### src/rtl/frame_scheduler_pkg.sv
// Shared definitions for the frame scheduler: FSM state encoding, default
// frame length and the owner-index width helper.
package frame_scheduler_pkg;

    typedef enum logic [1:0] {
        ST_IDLE = 2'd0,
        ST_SEND = 2'd1,
        ST_WAIT = 2'd2
    } state_e;

    localparam int FRAME_LEN_DEF = 8;

    // Width of an owner index: at least one bit even for a single requester.
    function automatic int idw(input int n);
        if (n <= 2) begin
            return 1;
        end else begin
            return $clog2(n);
        end
    endfunction

endpackage

### src/rtl/frame_scheduler_rr_arbiter.sv
// rr_arbiter: purely combinational request picker for the frame scheduler.
// Default: round-robin search starting at ptr.
// Build option SCHED_FIXED_PRIO_EN: fixed priority, lowest index wins, ptr ignored.
module rr_arbiter
    import frame_scheduler_pkg::*;
#(
    parameter int NUM_REQ = 2,
    parameter int IDW     = 1
) (
    input  logic [NUM_REQ-1:0] req,
    input  logic [IDW-1:0]     ptr,
    output logic [NUM_REQ-1:0] gnt_next,
    output logic [IDW-1:0]     idx
);

    logic found_s;

`ifdef SCHED_FIXED_PRIO_EN
    logic unused_ptr_s;
    assign unused_ptr_s = ^ptr;
`endif

    // Scan the candidates in priority order and keep the first requester seen.
    always_comb begin
        gnt_next = '0;
        idx      = '0;
        found_s  = 1'b0;
        for (int k = 0; k < NUM_REQ; k++) begin
            int c;
`ifdef SCHED_FIXED_PRIO_EN
            c = k;
`else
            c = int'(ptr) + k;
            if (c >= NUM_REQ) begin
                c = c - NUM_REQ;
            end else begin
                c = c;
            end
`endif
            if (req[c] && !found_s) begin
                found_s = 1'b1;
                idx     = IDW'(c);
            end else begin
                found_s = found_s;
            end
        end
        if (found_s) begin
            gnt_next[idx] = 1'b1;
        end else begin
            gnt_next = '0;
        end
    end

endmodule

### src/rtl/frame_scheduler.sv
// frame_scheduler: shares one frame engine between NUM_REQ requesters.
// Arbitrates, forwards the owner's contiguous frame to the engine (one
// register stage), then returns the engine's result words tagged with the
// owner index.
// Build option SCHED_FIXED_PRIO_EN selects fixed priority in rr_arbiter;
// rr_ptr is then held at 0.
module frame_scheduler
    import frame_scheduler_pkg::*;
#(
    parameter  int NUM_REQ   = 2,
    parameter  int DATA_W    = 6,
    parameter  int FRAME_LEN = FRAME_LEN_DEF,
    localparam int IDW       = idw(NUM_REQ)
) (
    input  logic                      clk,
    input  logic                      rst_n,
    input  logic [NUM_REQ-1:0]        req,
    input  logic [NUM_REQ*DATA_W-1:0] req_data,
    input  logic [NUM_REQ-1:0]        req_valid,
    output logic [NUM_REQ-1:0]        gnt,
    output logic [DATA_W-1:0]         eng_in_data,
    output logic                      eng_in_valid,
    input  logic [DATA_W-1:0]         eng_out_data,
    input  logic                      eng_out_valid,
    input  logic                      eng_done,
    output logic [DATA_W-1:0]         out_data,
    output logic                      out_valid,
    output logic [IDW-1:0]            out_id,
    output logic                      busy,
    output logic                      err_trunc
);

    localparam logic [3:0] LAST_CNT = 4'(FRAME_LEN);

    state_e              state_r;
    logic [IDW-1:0]      owner_r;
    logic [IDW-1:0]      rr_ptr_r;
    logic [3:0]          word_cnt_r;
    logic [NUM_REQ-1:0]  gnt_r;
    logic [DATA_W-1:0]   eng_in_data_r;
    logic                eng_in_valid_r;
    logic [DATA_W-1:0]   out_data_r;
    logic                out_valid_r;
    logic [IDW-1:0]      out_id_r;
    logic                busy_r;
    logic                err_trunc_r;

    logic [NUM_REQ-1:0]  arb_gnt_s;
    logic [IDW-1:0]      arb_idx_s;
    logic                owner_valid_s;
    logic                owner_req_s;
    logic [DATA_W-1:0]   owner_data_s;
    logic [IDW-1:0]      next_ptr_s;

    rr_arbiter #(
        .NUM_REQ (NUM_REQ),
        .IDW     (IDW)
    ) u_arb (
        .req      (req),
        .ptr      (rr_ptr_r),
        .gnt_next (arb_gnt_s),
        .idx      (arb_idx_s)
    );

    // Select the current owner's request lines and compute the pointer after it.
    always_comb begin
        owner_valid_s = req_valid[owner_r];
        owner_req_s   = req[owner_r];
        owner_data_s  = req_data[int'(owner_r)*DATA_W +: DATA_W];
`ifdef SCHED_FIXED_PRIO_EN
        next_ptr_s    = '0;
`else
        if (owner_r == IDW'(NUM_REQ - 1)) begin
            next_ptr_s = '0;
        end else begin
            next_ptr_s = owner_r + IDW'(1);
        end
`endif
    end

    // Scheduler FSM with all outputs registered.
    always_ff @(posedge clk or negedge rst_n) begin
        if (!rst_n) begin
            state_r        <= ST_IDLE;
            owner_r        <= '0;
            rr_ptr_r       <= '0;
            word_cnt_r     <= 4'd0;
            gnt_r          <= '0;
            eng_in_data_r  <= '0;
            eng_in_valid_r <= 1'b0;
            out_data_r     <= '0;
            out_valid_r    <= 1'b0;
            out_id_r       <= '0;
            busy_r         <= 1'b0;
            err_trunc_r    <= 1'b0;
        end else begin
            eng_in_valid_r <= 1'b0;
            out_valid_r    <= 1'b0;
            case (state_r)
                ST_IDLE: begin
                    if (|req) begin
                        owner_r    <= arb_idx_s;
                        gnt_r      <= arb_gnt_s;
                        word_cnt_r <= 4'd0;
                        busy_r     <= 1'b1;
                        state_r    <= ST_SEND;
                    end else begin
                        gnt_r  <= '0;
                        busy_r <= 1'b0;
                    end
                end
                ST_SEND: begin
                    if (owner_valid_s) begin
                        eng_in_valid_r <= 1'b1;
                        eng_in_data_r  <= owner_data_s;
                        word_cnt_r     <= word_cnt_r + 4'd1;
                        if (word_cnt_r + 4'd1 == LAST_CNT) begin
                            gnt_r   <= '0;
                            state_r <= ST_WAIT;
                        end else begin
                            state_r <= ST_SEND;
                        end
                    end else if (word_cnt_r == 4'd0) begin
                        // Owner may still withdraw before committing a word.
                        if (!owner_req_s) begin
                            gnt_r   <= '0;
                            busy_r  <= 1'b0;
                            state_r <= ST_IDLE;
                        end else begin
                            state_r <= ST_SEND;
                        end
                    end else begin
                        // Gap inside a frame: the frame is cut short.
                        err_trunc_r <= 1'b1;
                        gnt_r       <= '0;
                        state_r     <= ST_WAIT;
                    end
                end
                ST_WAIT: begin
                    if (eng_out_valid) begin
                        out_valid_r <= 1'b1;
                        out_data_r  <= eng_out_data;
                        out_id_r    <= owner_r;
                    end else begin
                        out_valid_r <= 1'b0;
                    end
                    if (eng_done) begin
                        rr_ptr_r <= next_ptr_s;
                        busy_r   <= 1'b0;
                        state_r  <= ST_IDLE;
                    end else begin
                        state_r <= ST_WAIT;
                    end
                end
                default: begin
                    gnt_r   <= '0;
                    busy_r  <= 1'b0;
                    state_r <= ST_IDLE;
                end
            endcase
        end
    end

    assign gnt          = gnt_r;
    assign eng_in_data  = eng_in_data_r;
    assign eng_in_valid = eng_in_valid_r;
    assign out_data     = out_data_r;
    assign out_valid    = out_valid_r;
    assign out_id       = out_id_r;
    assign busy         = busy_r;
    assign err_trunc    = err_trunc_r;

endmodule
### config.mk
export PLATFORM = sky130hd
export DESIGN_NAME = frame_scheduler
export DESIGN_NICKNAME = d
export VERILOG_FILES = /design/src/rtl/frame_scheduler_pkg.sv /design/src/rtl/frame_scheduler_rr_arbiter.sv /design/src/rtl/frame_scheduler.sv
export SDC_FILE = /design/constraint.sdc
export NUM_CORES = 1
export LEC_CHECK = 0
export ABC_AREA = 1
export BUFFER_PORTS_ARGS = -buffer_cell sky130_fd_sc_hd__buf_4
export CORE_MARGIN = 8
export CORE_UTILIZATION = 52
export CTS_CLUSTER_DIAMETER = 80
export DETAILED_ROUTE_END_ITERATION = 12
export PLACE_DENSITY = 0.85
export SYNTH_ARGS = -nofsm -noshare
export SYNTH_HDL_FRONTEND = slang
export SYNTH_SLANG_ARGS = --single-unit
### constraint.sdc
create_clock -name clk -period 2.4 [get_ports clk]
set_clock_uncertainty 0.1 [all_clocks]
set_input_delay 0.12 -clock clk [delete_from_list [all_inputs] [get_ports clk]]
set_output_delay 0.12 -clock clk [all_outputs]
set_load 0.02 [all_outputs]
### Yosys cells after proc, flatten, opt, wreduce, memory -nomap -nowiden

Cells that the tools add are included.

* input port bits: 26
* bits in registers: 27
* word-level logic and storage cells: 101
* output and inout port bits: 19

* reduce and logical (&&, ||, !) cells: 15
* add/subtract/negate cells: 5
* multiplexer cells: 46
* multipliers: 1
* eq/ne operators: 11
* shift operators: 1
* bitwise gates (word level): 3
* order comparisons: 7

Operators by type and width (count)
* $lt A32 B3 Y1 const B: 2
* $mux W32: 2
* $ge A32 B3 Y1 const B: 1
* $sub A32 B3 Y32 const B: 1
* $mux W1: 26
* $mux W2: 11
* $ne A2 B2 Y1 const B: 6
* $pmux W2 S3: 2
* $shiftx A12 B5 Y6: 1
* $reduce_and A3 Y1: 3
* $mux W4: 2
* $pmux W4 S2: 1
* $reduce_and A2 Y1: 4
* $add A4 B1 Y4 const B: 1
* $eq A4 B4 Y1 const B: 1
* $logic_not A4 Y1: 1
* $lt A1 B2 Y1 const B: 2
* $ne A4 B4 Y1 const B: 1
* $reduce_and A4 Y1: 1
* $mul A1 B2 Y3 const B: 1
* $ne A3 B3 Y1 const B: 1
* $not A1 Y1: 3
* $pmux W1 S3: 1
* $sub A1 B2 Y3 const B: 1
* 12 further kinds: 13

### Longest topological paths before layout

Gate-level depths: netlist of the first run.

* depth after elaboration: 16
* mapped depth: 9
* mapped depth without buffers: 9

### Modules after synthesis

A second synthesis of the first run with hierarchy kept.

* cells, all modules: 145
* area total of the unflattened synthesis: 1258.7 µm²

By module, submodules not included
* frame_scheduler: area an instance 1229.9 µm², cells each 140, times used 1, seq. area each 675.6 µm²
* rr_arbiter: area an instance 28.8 µm², cells each 5, times used 1, seq. area each 0.0 µm²

### Least setup slack after synthesis of the first run

Ideal clock, no wire load.

* path type: reg-to-reg
* start: register owner_r
* end: register gnt_r[0], in the netlist gnt[0]
* data arrival time: 1006 ps
* path slack: 1177 ps
* period minus slack after synthesis: 1223 ps
* cell stages (with the launch flop): 10
* buffers on the path: 1
* path through: dfrtp_1 > buf_6 > nand2_4 > nand2_4 > nand2_4 > inv_6 > nand2_1 > nand3_1 > nand2_1 > nand2_1

* cells in the longest elaborated chain, start to end: 4

Ends and longest elaborated chain
* from (decl): line frame_scheduler.sv:36 `logic [IDW-1:0] owner_r;`
* from (signal assigned): line frame_scheduler.sv:102 `owner_r <= arb_idx_s;`
* $mux W1, on equally long branches (2 in series): line frame_scheduler.sv:67, frame_scheduler.sv:68
* $ne A4 B4 Y1 (no line), or another cell as far along
* $reduce_and A3 Y1 (no line) / $pmux W2 S3 (equally long branches)
* to (signal assigned): line frame_scheduler.sv:103 `gnt_r <= arb_gnt_s;`
* to (decl): line frame_scheduler.sv:39 `logic [NUM_REQ-1:0] gnt_r;`

Several ways; a longest one is shown, not always the timed one. The select of a mux whose other input is x is not followed.
A chain may end at the register's enable or synchronous reset.

### Worst setup path in the final report of the first run

* start: register owner_r
* end: register eng_in_data_r[0], in the netlist eng_in_data[0]

* cells in the longest elaborated chain, start to end: 3

Ends and longest elaborated chain
* branches (longest 3 deep; another with $mul A1 B2 Y3)
* to (signal assigned): line frame_scheduler.sv:115 `eng_in_data_r <= owner_data_s;`
* to (decl): line frame_scheduler.sv:40 `logic [DATA_W-1:0] eng_in_data_r;`

Several ways; the timed one is not identified. The select of a mux whose other input is x is not followed.

==> impl_metrics.yaml, run 1 <==
outcome:
  outcome: "finished clean"
clock_tree:
  worst_setup_hold_path_clk_slew_ps: 130
  clock_insertion_delay_worst_skew_ps: 310
  cts.root.buffer_cell: "sky130_fd_sc_hd__clkbuf_4"
  htree_num_levels: 1
  tritoncts: "built"
  post_cts_buffers: 0
  clock_path_buffers: 2
  clock_sinks: 27
  cts_made_buffers: 3
  cts_hold_buffers: 19
  cts.repair.resized: 0
timing:
  worst_slew_margin_rel: 0.749
  finalSetupViolCount: 0
  max_slew.worst_pin.slew_ps: 377
  finalCriticalPeriod_ps: 2070
  setup-tns-final_ps: 0
  timing.final.hold_violations: 0
  clock.fmax_ghz: 0.484
  timing.final.crit_share: 0.861
  rsz0062_at_grt: "no"
  final-max-slew-violation-count: 0
setup_path:
  timing.critical_path.buf_inv: 3
  crit_family: "buffers and inverters"
  cp-start-kind: "register"
  critical_path.max_stage_delay_ps: 580
  worst-r2r-setup-slack_ps: 330
  crit_path_cell_trace: "inv_2, nand2_1, nand2_4, nand2_4, inv_6, nor2_1, a31oi_1, dlygate4sd3_1"
  timing.critical_path.fanout_max: 15
  timing.critical_path.arrival_ps: 2220
  critical_path_depth: 8
  setup.worst_path.end_class: "register"
  critical_path.slowest_cell: "sky130_fd_sc_hd__dlygate4sd3_1"
  setup.worst_path.start: "owner_r"
  crit_path_frequent_cell: "sky130_fd_sc_hd__nand2_4"
  required_ps: 2560
  criticalPathCategory: "reg -> reg"
  critical_path.reg2reg.endpoint: "eng_in_data[0]"
  r2r_start: "owner_r"
  r2r.worst_path.cells: 8
floorplanning:
  floorplan.io_pins: 45
  rows: 17
  placeableCoreArea_um2: 2230
  floorplan.initialDensity: 0.554
  design.die.area_um2: 4190
  chipWidth_um: 64.8
  die_height_um: 64.8
route:
  dr_total_vias: 1235
  first_pass_iters: 4
  route.final.wire_length_um: 3490
  antenna_left: 0
  routedWlPerCell_um: 14.7
  wl_met2_um: 1730
  route.detailed.vias_per_inst: 5.21
  met3RoutedLength_um: 272
  topRoutingLayerUsed: "met4"
  remaining_drc_errors: 0
  detail_route.wirelength.met1_um: 1430
  drtIter0Drc: 103
finish:
  num-nets-final: 238
  drive_gt1_frac: 0.258
  final_cells: 237
  antennaDiodeCount: 0
  flow.area_growth_from_synthesis_pct: 44.5
global_route:
  grt_pass1_vias: 1211
  global_route.usage.total: 0.173
  grt_max_degree: 28
  global_route_wire_length_before_repair_um: 5830
  grt_overflow_total: 0
  initial_antenna_violation_count: 0
logic_synthesis:
  synth-seq-area-share: 0.547
  netlist_instances: 144
  synth.distinct_cells: 20
  synth.avg_cell_area_um2: 8.58
  syn-cell-area_um2: 1240
  postSynthRegisterBits: 27
  yosys_warnings: 0
  postSynthNetCount: 172
pwr:
  p_per_area_nw_per_um2: 1200
  switching_power_w: 0.000926
  report.power.total_w: 0.00214
  clkPwrFrac: 0.086
  portion_of_total_power_attributed_to_combinational_logic: 0.546
  swShare: 0.433
  ir_worst_vdd_v: 0.000767
  power_leakage_nw: 0.945
  power.sequential.fraction: 0.368
  cell_internal_pwr_w: 0.00121
hold_path:
  hold_depth: 3
  min-delay-path-class: "in -> reg"
  hold_path_end: "rr_ptr_r"
  hold_start: "eng_done"
placement:
  routability_congestion: 0.888
  io_buffers: 44
  half_perimeter_wire_length_of_the_detailed_placement_result_um: 2360
  dp_cells: 214
job:
  max_cap_viol_count: 0
-- layout make-up --
class,count,area (µm²)
Inverter,12,50.0
Multi-Input combinational cell,103,479
Tap cell,28,35.0
Clock buffer,4,26.3
Timing Repair Buffer,63,520
Fill cell,131,447
Sequential cell,27,676
-- power by group through the flow --
stage               Combinational [W]  Clock (W)  Sequential (W)
finish                        0.00117   0.000184        0.000787
global route                  0.00129   0.000204        0.000810
CTS                           0.00113   0.000191        0.000783
detailed placement            0.00101          0        0.000792
global placement             0.000988          0        0.000784
floorplan                    0.000531          0        0.000930
-- synth_stat cells --
library cell	n	area (µm²)
sky130_fd_sc_hd__inv_1	9	33.8
sky130_fd_sc_hd__nand3_1	6	30.0
sky130_fd_sc_hd__inv_2	2	7.51
sky130_fd_sc_hd__dfrtp_1	27	676
sky130_fd_sc_hd__or2_1	1	6.26
sky130_fd_sc_hd__a21oi_1	3	15.0
sky130_fd_sc_hd__buf_6	1	11.3
sky130_fd_sc_hd__nand4_1	2	12.5
sky130_fd_sc_hd__nor2_1	12	45.0
sky130_fd_sc_hd__o21ai_0	5	25.0
sky130_fd_sc_hd__nand2_2	1	6.26
sky130_fd_sc_hd__buf_12	1	20.0
sky130_fd_sc_hd__o211ai_1	1	7.51
sky130_fd_sc_hd__a21boi_0	1	7.51
sky130_fd_sc_hd__nand2_4	3	33.8
sky130_fd_sc_hd__o21ai_1	2	10.0
sky130_fd_sc_hd__nand2_1	58	218
sky130_fd_sc_hd__inv_6	1	8.76
sky130_fd_sc_hd__ha_1	2	25.0
sky130_fd_sc_hd__a31oi_1	6	37.5
-- per-stage QoR --
step	setup slack, ps	cell area, µm²	hold WS [ps]	util
2_1_floorplan	1180	1240	-276	-
3_3_place_gp	915	1570	-57.1	0.703
3_5_place_dp	861	1570	-54.0	0.703
4_1_cts	416	1790	27.8	0.800
5_1_grt	216	1790	53.8	0.800
6_report	334	1790	39.9	0.800
-- worst reg2reg max path, delay by kind of cell, from the launching register on --
family,cells,cell delay (ps)
AOI/OAI and AO/OA,1,180
buffers and inverters,3,880
DFF,1,540
and+or+nand+nor,4,310
-- cell families (layout without fill, tap and decap cells) --
family,count (synthesis),in the layout,share of synthesized area
adders and majority gates,2,2,0.0202
AOI/OAI and AO/OA,18,18,0.0830
and+or+nand+nor,83,83,0.284
buffers and inverters,14,79,0.0658
DFF,27,27,0.547
-- cell usage in the layout, fill, tap and decap left out --
cell	n
sky130_fd_sc_hd__nand2_1	58
sky130_fd_sc_hd__buf_4	44
sky130_fd_sc_hd__dfrtp_1	27
sky130_fd_sc_hd__dlygate4sd3_1	19
sky130_fd_sc_hd__nor2_1	12
sky130_fd_sc_hd__inv_1	9
sky130_fd_sc_hd__nand3_1	6
sky130_fd_sc_hd__a31oi_1	6
sky130_fd_sc_hd__o21ai_0	5
sky130_fd_sc_hd__nand2_4	3
sky130_fd_sc_hd__a21oi_1	3
sky130_fd_sc_hd__clkbuf_4	3
sky130_fd_sc_hd__inv_2	2
sky130_fd_sc_hd__nand4_1	2
sky130_fd_sc_hd__o21ai_1	2
sky130_fd_sc_hd__ha_1	2
sky130_fd_sc_hd__inv_6	1
sky130_fd_sc_hd__a21boi_0	1
sky130_fd_sc_hd__nand2_2	1
sky130_fd_sc_hd__or2_1	1
sky130_fd_sc_hd__o211ai_1	1
sky130_fd_sc_hd__clkbuf_1	1
-- per-layer routing --
metal / vias to the layer above / track usage
li1: 593 / -
met1: 570 / 0.209
met2: 61 / 0.301
met3: 11 / 0.0412
met4: 0 / 0.0463
met5: - / 0
-- worst max path at each step --
stage / to
2_1_floorplan: gnt[0]
3_3_place_gp: gnt[0]
3_5_place_dp: gnt[1]
4_1_cts: eng_in_data[0]
5_1_grt: eng_in_data[2]
6_report: eng_in_data[0]
-- sequential cells by signal, indices dropped and copies added (netlist names) --
register,cells
busy,1
eng_in_data,6
eng_in_valid,1
err_trunc,1
gnt,2
out_data,6
out_id,1
out_valid,1
owner_r,1
rr_ptr_r,1
state_r,2
word_cnt_r,4
Power figures use the tool's default switching activity.
==> inputs of run 2 (changes only) <==
Settings changed: CORE_ASPECT_RATIO set to 0.6.
==> impl_metrics.yaml, run 2 (synthesized netlist as in run 1, its figures left out) <==
floorplanning:
  rows: 13
  design.die.area_um2: 4240
  die_height_um: 53.8
  floorplan.io_pins: 45
  floorplan.initialDensity: 0.559
  placeableCoreArea_um2: 2210
  chipWidth_um: 78.9
finish:
  flow.area_growth_from_synthesis_pct: 36.8
  stdcell_area_um2: 1690
  num-nets-final: 226
  multi_input_area_um2: 479
  sequential_cell_area_um2: 676
  most_common_cell_after_layout_fill_and_taps_aside: "sky130_fd_sc_hd__nand2_1"
  antennaDiodeCount: 0
  layout.cells.most_common_list: "sky130_fd_sc_hd__nand2_1 (58), sky130_fd_sc_hd__buf_4 (44), sky130_fd_sc_hd__dfrtp_1 (27), sky130_fd_sc_hd__nor2_1 (12), sky130_fd_sc_hd__inv_1 (9)"
  filler_cell_count: 153
  drive_gt1_frac: 0.279
  fin_util: 0.765
route:
  antenna_left: 0
  dr_total_vias: 1205
  routedWlPerCell_um: 15.1
  route.detailed.vias_per_inst: 5.31
  drtIter0Drc: 106
  first_pass_iters: 4
  remaining_drc_errors: 0
  route.final.wire_length_um: 3420
setup_path:
  setup.worst_path.end_class: "register"
  timing.critical_path.arrival_ps: 1710
  timing.critical_path.fanout_max: 15
  criticalPathCategory: "reg -> reg"
  required_ps: 2470
  cp-start-kind: "register"
global_route:
  grt_overflow_total: 0
  initial_antenna_violation_count: 0
  global_route_wire_length_before_repair_um: 5660
  global_route.usage.total: 0.172
  grt_pass1_vias: 1241
  grt_max_degree: 28
clock_tree:
  clock_insertion_delay_worst_skew_ps: 270
  tritoncts: "built"
  clock_sinks: 27
  cts.root.buffer_cell: "sky130_fd_sc_hd__clkbuf_8"
  htree_num_levels: 1
  cts_made_buffers: 3
  worst_setup_hold_path_clk_slew_ps: 90
  cts_hold_buffers: 7
  clock_path_buffers: 2
  cts.repair.resized: 0
  post_cts_buffers: 0
placement:
  detailed_place.area_um2: 1570
  routability_congestion: 0.836
  half_perimeter_wire_length_of_the_detailed_placement_result_um: 2660
  io_buffers: 44
timing:
  clock.fmax_ghz: 0.609
  timing.final.hold_violations: 0
  finalSetupViolCount: 0
  final.hold.worst_slack_ps: 12.7
  worst_slew_margin_rel: 0.740
  rsz0062_at_grt: "no"
  timing.final.crit_share: 0.684
  final-max-slew-violation-count: 0
  max_slew.worst_pin.slew_ps: 390
  finalCriticalPeriod_ps: 1640
  setup-tns-final_ps: 0
job:
  max_cap_viol_count: 0
pwr:
  power_leakage_nw: 0.905
  p_per_area_nw_per_um2: 1240
  ir_worst_vdd_v: 0.00102
hold_path:
  min-delay-path-class: "in -> reg"
outcome:
  outcome: "finished clean"
-- run 2: changes by cell type in the layout (fill, tap and decap cells not counted), sizes merged --
cell and delta:
dlygate4sd3 -12, clkbuf -1, clkinvlp +1
-- run 2: path summary, 6_finish.rpt --
kind	start	end	slack [ps]	depth (start not counted)
setup / recovery	owner_r	gnt[0]	760	9
hold / removal	req_data[0]	eng_in_data[0]	10	3
setup reg to reg	owner_r	gnt[0]	760	9
hold reg to reg	err_trunc	err_trunc	380	2
max in group asynchronous	rst_n	out_data[1]	1760	2
min in group asynchronous	rst_n	rr_ptr_r	190	2
-- run 2: per-stage QoR --
stage          setup WS [ps]  power (W)  std cells
2_1_floorplan           1180    0.00146        144
3_3_place_gp             894    0.00177        216
3_5_place_dp             799    0.00183        216
4_1_cts                  769    0.00210        227
5_1_grt                  626    0.00226        227
6_report                 758    0.00210        227
-- run 2: power by group --
group	switching, W	internal, W
Clock	0.000138	0.000118
Sequential	0.000150	0.000649
Combinational	0.000647	0.000399
-- run 2: layout make-up --
cell class	count	area share
Tap cell	30	0.0222
Timing Repair Buffer	51	0.237
Sequential cell	27	0.399
Multi-Input combinational cell	103	0.283
Inverter	12	0.0296
Clock inverter	1	0.00444
Clock buffer	3	0.0244
-- run 2: routing by layer --
metal  global-route usage  vias up  wire length, µm
li1                     -      565                -
met1                0.190      569             1370
met2                0.297       61             1590
met3               0.0698       10              361
met4               0.0701        0               94
met5                    0        -                0
-- run 2: critical path, cell delays in order, from the launching register on --
cell and delay [ps]:
sky130_fd_sc_hd__dfrtp_1 590, sky130_fd_sc_hd__inv_2 160, sky130_fd_sc_hd__nand2_1 130, sky130_fd_sc_hd__nand2_4 70
sky130_fd_sc_hd__nand2_4 90, sky130_fd_sc_hd__inv_6 70, sky130_fd_sc_hd__nand2_1 90, sky130_fd_sc_hd__nand3_1 100
sky130_fd_sc_hd__nand2_1 90, sky130_fd_sc_hd__nand2_1 50
